`src/rtl/sdm_pkg.sv`:
```
// Shared types and integrator sizing helpers for the multichannel sigma-delta DAC.
// The integrator width and saturation limit are both derived from the PCM width.
package sdm_pkg;

    typedef enum logic { ST_IDLE, ST_RUN } state_t;

    typedef enum logic { ORD_1ST, ORD_2ND } order_t;

    // Four guard bits let the integrators hold a few full-scale steps of excursion.
    function automatic int integ_width(input int data_w);
        return data_w + 4;
    endfunction

    function automatic longint integ_limit(input int data_w);
        return (longint'(1) <<< (data_w + 2)) - 1;
    endfunction

endpackage

```
`src/rtl/sdm_mod_core.sv`:
```
// One channel of first/second-order sigma-delta modulation with saturating integrators.
// bit_out is the decision for the current tick; the state advances on the tick edge.
module sdm_mod_core
    import sdm_pkg::*;
#(
    parameter int DATA_W = 16
)
(
    input  logic              clk,
    input  logic              rst,
    input  logic              tick,
    input  logic              clr,
    input  logic              order,
    input  logic [DATA_W-1:0] x,
    output logic              bit_out
);

    localparam int IW = integ_width(DATA_W);
    localparam int SW = IW + 2;
    localparam logic signed [SW-1:0] LIM  = SW'(integ_limit(DATA_W));
    localparam logic signed [SW-1:0] NLIM = -LIM;
    localparam logic signed [SW-1:0] FS   = SW'(longint'(1) <<< (DATA_W - 1));

    logic signed [IW-1:0] i1_q;
    logic signed [IW-1:0] i2_q;
    logic signed [IW-1:0] i1_n;
    logic signed [IW-1:0] i2_n;
    logic signed [SW-1:0] fb;
    logic signed [SW-1:0] sum1;
    logic signed [SW-1:0] sum2;
    logic                 prev_q;
    order_t               ord;

    // Sums are formed two bits wider than the integrators so clamping never sees a wrapped value.
    function automatic logic signed [IW-1:0] clamp(input logic signed [SW-1:0] v);
        if (v > LIM) begin
            return LIM[IW-1:0];
        end
        if (v < NLIM) begin
            return NLIM[IW-1:0];
        end
        return v[IW-1:0];
    endfunction

    assign ord = order_t'(order);

    always_comb begin
        fb      = prev_q ? FS : -FS;
        sum1    = {{(SW-IW){i1_q[IW-1]}}, i1_q} + {{(SW-DATA_W){x[DATA_W-1]}}, x} - fb;
        i1_n    = clamp(sum1);
        sum2    = {{(SW-IW){i2_q[IW-1]}}, i2_q} + {{(SW-IW){i1_n[IW-1]}}, i1_n} - fb;
        i2_n    = clamp(sum2);
        bit_out = (ord == ORD_2ND) ? ~i2_n[IW-1] : ~i1_n[IW-1];
    end

    always_ff @(posedge clk) begin
        if (rst || clr) begin
            i1_q   <= '0;
            i2_q   <= '0;
            prev_q <= 1'b0;
        end else if (tick) begin
            i1_q   <= i1_n;
            i2_q   <= (ord == ORD_2ND) ? i2_n : '0;
            prev_q <= bit_out;
        end
    end

endmodule

```
`src/rtl/sdm_dac_mc.sv`:
```
// Multichannel sigma-delta DAC: frame handshake, tick counter and IDLE/RUN control
// around NUM_CH modulator cores that share one active frame and one modulation order.
module sdm_dac_mc
    import sdm_pkg::*;
#(
    parameter int NUM_CH = 2,
    parameter int DATA_W = 16,
    parameter int OSR    = 64
)
(
    input  logic                     clk,
    input  logic                     rst,
    input  logic                     enable,
    input  logic                     order_sel,
    input  logic                     valid_in,
    output logic                     ready_in,
    input  logic [NUM_CH*DATA_W-1:0] din,
    output logic                     valid_out,
    output logic [NUM_CH-1:0]        sdm_out,
    output logic                     frame_start,
    output logic                     underrun
);

    localparam int CW = $clog2(OSR);
    localparam logic [CW-1:0] LAST = CW'(OSR - 1);

    state_t                   state_q;
    state_t                   state_d;
    order_t                   order_q;
    logic [CW-1:0]            cnt_q;
    logic [NUM_CH*DATA_W-1:0] pending_q;
    logic [NUM_CH*DATA_W-1:0] active_q;
    logic                     pending_full_q;
    logic                     rdy_q;
    logic                     underrun_q;
    logic                     accept;
    logic                     at_end;
    logic                     load;
    logic                     clr_int;
    logic                     set_underrun;
    logic                     running;
    logic [NUM_CH-1:0]        mod_bits;

    // rdy_q holds ready_in low during the reset cycle itself even though pending is empty.
    assign ready_in = rdy_q & ~pending_full_q;
    assign accept   = valid_in & ready_in;
    assign running  = (state_q == ST_RUN);
    assign at_end   = running && (cnt_q == LAST);

    always_comb begin
        state_d      = state_q;
        load         = 1'b0;
        clr_int      = 1'b0;
        set_underrun = 1'b0;
        case (state_q)
            ST_IDLE: begin
                clr_int = 1'b1;
                if (enable && pending_full_q) begin
                    state_d = ST_RUN;
                    load    = 1'b1;
                end
            end
            ST_RUN: begin
                if (at_end) begin
                    if (!enable) begin
                        state_d = ST_IDLE;
                        clr_int = 1'b1;
                    end else if (pending_full_q) begin
                        load    = 1'b1;
                        clr_int = (order_t'(order_sel) != order_q);
                    end else begin
                        set_underrun = 1'b1;
                    end
                end
            end
            default: state_d = ST_IDLE;
        endcase
    end

    always_ff @(posedge clk) begin
        if (rst) begin
            state_q        <= ST_IDLE;
            order_q        <= ORD_1ST;
            cnt_q          <= '0;
            pending_q      <= '0;
            active_q       <= '0;
            pending_full_q <= 1'b0;
            rdy_q          <= 1'b0;
            underrun_q     <= 1'b0;
        end else begin
            state_q        <= state_d;
            rdy_q          <= 1'b1;
            underrun_q     <= underrun_q | set_underrun;
            pending_full_q <= accept | (pending_full_q & ~load);
            if (accept) begin
                pending_q <= din;
            end
            if (load) begin
                active_q <= pending_q;
                order_q  <= order_t'(order_sel);
            end
            if (running && !at_end) begin
                cnt_q <= cnt_q + CW'(1);
            end else begin
                cnt_q <= '0;
            end
        end
    end

    for (genvar k = 0; k < NUM_CH; k++) begin : g_ch
        sdm_mod_core #(.DATA_W(DATA_W)) u_core (
            .clk     (clk),
            .rst     (rst),
            .tick    (running),
            .clr     (clr_int),
            .order   (logic'(order_q)),
            .x       (active_q[k*DATA_W +: DATA_W]),
            .bit_out (mod_bits[k])
        );
    end

    assign valid_out   = running;
    assign frame_start = running && (cnt_q == '0);
    assign sdm_out     = running ? mod_bits : '0;
    assign underrun    = underrun_q;

endmodule

```
`config.mk`:
```
export PLATFORM = sky130hd
export DESIGN_NAME = sdm_dac_mc
export DESIGN_NICKNAME = d
export VERILOG_FILES = /design/src/rtl/sdm_pkg.sv /design/src/rtl/sdm_mod_core.sv /design/src/rtl/sdm_dac_mc.sv
export SDC_FILE = /design/constraint.sdc
export NUM_CORES = 1
export LEC_CHECK = 0
export CAP_MARGIN = 10
export CORE_UTILIZATION = 40
export DETAILED_ROUTE_END_ITERATION = 8
export GPL_TIMING_DRIVEN = 0
export PLACE_DENSITY = 0.54
export REMOVE_ABC_BUFFERS = 1
export SLEW_MARGIN = 20
export SYNTH_ARGS = -nofsm -noshare
export SYNTH_HDL_FRONTEND = slang
export SYNTH_SLANG_ARGS = --single-unit
```
`constraint.sdc`:
```
create_clock -name clk -period 29 [get_ports clk]
set_input_delay 5.8 -clock clk [delete_from_list [all_inputs] [get_ports clk]]
set_output_delay 5.8 -clock clk [all_outputs]
set_load 0.005 [all_outputs]
```
==> results.toml, run 1 <==
[status]
status = "finished, final reports clean"

[grt]
gr-usage-met1_pct = 24.6
grtUsageTotal_pct = 20.3
met2_usage_pct = 37.3
top_usage_layer = "met2"
grt_pass1_wl_um = 47400
gr-total-overflow = 0
grt_pass1_vias = 9764
grt_max_degree = 71
use_met3_pct = 3.43
antenna_found_initial = 0

[die]
io_pins = 43
rows = 60
die_h_um = 169
coreArea_um2 = 27300
die_w_um = 169
die_area_um2 = 28700
initial_core_util_pct = 41.1

[setup_path]
path_max_fanout = 9
rr_worst_depth = 39
crit_type = "flop to primary output"
cp_common_cell = "o21ai_0"
r2r_end = "g_ch[0].u_core.i2_q[3]$_SDFFE_PP0P_"
r2r_setup_slack_ns = 17.88
cp_slowest_cell = "mux2i_1"
crit_arrival_ns = 10.71
crit_path_end_kind = "primary output"
slowest_delay_ns = 0.75
reg2reg_from = "active_q[0]$_SDFFE_PP0P_"
critPathLaunchType = "flop"
cp.required_ns = 23.20

[sta]
finalClockSkew_ns = 0.0105
drv_slew = 0
worstMarginPinSlew_ns = 1.09
rsz0062_at_grt = "no"
fin_crit_sh_pct = 56.9
finalSetupTns_ns = 0
maxSlewHeadroom_pct = 26.7
hold_viol_final = 0
worst_slack_ns = 12.49
clock.fmax_mhz = 60.6
setup_viol = 0
min_period_ns = 16.51

[cells_and_area]
syn2layout_area_growth_pct = 12.2
fin_nets = 1601
layout-drive-gt1-share_pct = 5.67
diodes = 0
layout_commonest_cell = "nand2_1"
mostFrequentLayoutCells = "196 x nand2_1, 157 x dfxtp_1, 154 x a21oi_1"
fillers = 2770

[logic_synthesis]
syn_avg_cell_area_um2 = 7.74
ys_async_sr_fraction_pct = 0
synth_top_area_share_pct = 28.0
synth_enable_flop_cells = 0
synth_ff_type = "dfxtp_1"
netlist_area_um2 = 11200
synth_cell_types = 72
synth_top_cell_by_area = "dfxtp_1"
ys_ff_latch = 157
yosysWarnings = 0
syn_inst = 1448
yosysSeqAreaShare_pct = 28.0
yosys-top-cells-area = "dfxtp_1 28%, ha_1 12%, a21oi_1 6.9%"

[power_and_ir_drop]
power_density_nw_per_um2 = 40.8
ir_drop_mv = 0.0455
p_leak_nw = 5.30

[placement]
port_buffers = 42
gp_congestion = 0.870
dpl.hpwl_um = 21300
pre_cts_ws_ns = 12.82

[cts]
htreeDepth = 4
post_cts_buffers = 0
path_clk_slew_ns = 0.07
clk_root_buffer_cell = "clkbuf_16"
cts.sinks = 157
clock_latency_ns = 0.43
cts_tree = "built"
postCtsHoldBufs = 0
cts_buffers = 17
cts_resized = 0
clock_path_buffers = 2

[route]
ant_nets = 0
vias_per_cell = 5.47
wl_um = 28300
drtIter0Drc = 418
routedWlPerCell_um = 15.4
drt_first_pass_iters = 4
vias = 10000
drcViolationCount = 0

[hold_path]
holdPathStages = 2
holdCritStartpoint = "pending_q[4]$_SDFFE_PP0P_"
min_path_type = "flop to flop"
whs_endpoint = "active_q[4]$_SDFFE_PP0P_"

[flow_run]
max-cap-violations = 0
[sequential cells by signal (all words and copies together), names as in the netlist, 2 cells and up]
| register | flops |
|---|---|
| g_ch.u_core.i1_q | 40 |
| cnt_q | 6 |
| g_ch.u_core.i2_q | 40 |
| pending_q | 32 |
| g_ch.u_core.prev_q | 2 |
| active_q | 32 |
[cell usage after synthesis, types with 10 or more instances]
library cell and number:
nand2_1 197, dfxtp_1 157, a21oi_1 155, nor2_1 108, ha_1 106, o21ai_0 78, inv_1 63, clkbuf_1 56
nor3_1 39, nand3_1 35, xnor2_1 35, xor2_1 32, a21o_1 31, and2_1 30, a31oi_1 25, a211oi_1 20
nor2b_1 19, and3_1 16, o21a_1 16, nand4_1 15, a211o_1 13, nand2b_1 13, nor3_2 11, o31ai_1 11
nor4_1 10
[how the worst max path moves through the flow]
| stage | endpoint | slack, ns | cells past startpoint | from |
|---|---|---|---|---|
| CTS | sdm_out[1] | 12.32 | 41 | active_q[16]$_SDFFE_PP0P_ |
| global route | sdm_out[1] | 11.38 | 41 | active_q[16]$_SDFFE_PP0P_ |
| floorplan | sdm_out[1] | 15.04 | 39 | active_q[16]$_SDFFE_PP0P_ |
| detailed placement | sdm_out[1] | 12.82 | 41 | active_q[16]$_SDFFE_PP0P_ |
| finish | sdm_out[1] | 12.49 | 41 | active_q[16]$_SDFFE_PP0P_ |
| global placement | sdm_out[1] | 12.67 | 40 | active_q[16]$_SDFFE_PP0P_ |
[per-stage QoR]
| step | hold WS [ns] | instances | power [mW] | util [%] | instance area, um2 |
|---|---|---|---|---|---|
| floorplan | 0.426 | 1385 | 0.261 | - | 10900 |
| global placement | 0.438 | 1799 | 0.280 | 43.4 | 11800 |
| detailed placement | 0.444 | 1803 | 0.281 | 43.9 | 12000 |
| CTS | 0.453 | 1835 | 0.519 | 46.1 | 12600 |
| global route | 0.473 | 1835 | 0.536 | 46.2 | 12600 |
| finish | 0.451 | 1835 | 0.513 | 46.2 | 12600 |
[power breakdown]
part	leakage, nW	switching (mW)	internal [mW]	total (mW)
clock network	0.293	0.0953	0.141	0.236
logic	3.74	0.0326	0.0228	0.0554
registers	1.27	0.00214	0.219	0.221
total	5.30	0.130	0.383	0.513
[cell families after synthesis]
kind of cell / after synthesis / share of synthesized area [%]
compound gates: 439 / 25.0
flops: 157 / 28.0
xor+xnor: 67 / 5.24
fa+ha+maj: 114 / 13.3
mux: 5 / 0.458
simple gates: 540 / 23.5
buf+inv: 126 / 4.41
[per-layer routing]
layer,share of wire [%],vias to the layer above
met5,0,-
met4,1.6,0
met3,2.3,23
met2,50,101
met1,46,4691
li1,-,5220
[layout make-up]
| class | count | area [um2] | area share (%) |
|---|---|---|---|
| Multi-Input combinational cell | 1165 | 7620 | 60.6 |
| Timing Repair Buffer | 46 | 495 | 3.94 |
| Clock buffer | 20 | 457 | 3.63 |
| Sequential cell | 157 | 3140 | 25.0 |
| Tap cell | 372 | 465 | 3.70 |
| Inverter | 63 | 236 | 1.88 |
| Clock inverter | 12 | 161 | 1.28 |
[critical path: cells and delay by family, from the launching register on]
family	cells	cell delay (ns)
AO/OA/AOI/OAI	18	4.57
adder cells (fa/ha/maj)	5	1.78
AND/OR/NAND/NOR	13	1.58
multiplexers	2	1.07
buffers and inverters	3	0.89
flip-flops	1	0.37
(Power assumes the default switching activity.)
==> run 2, diff against run 1 <==
==> constraint.sdc (replaced) <==
create_clock -name clk -period 15.7 [get_ports clk]
set_input_delay 3.14 -clock clk [delete_from_list [all_inputs] [get_ports clk]]
set_output_delay 3.14 -clock clk [all_outputs]
set_load 0.005 [all_outputs]
==> results of run 2 <==
Same layout as run 1 (identical final DEF). Status: finished, final reports clean.
Among the figures that moved: setup slack after placement 12.82 ns -> 2.18 ns; setup slack after layout 12.49 ns -> 1.85 ns; register-to-register setup slack 17.88 ns -> 4.58 ns; total power 0.513 mW -> 0.947 mW; worst IR drop on VDD 0.0455 mV -> 0.0840 mV
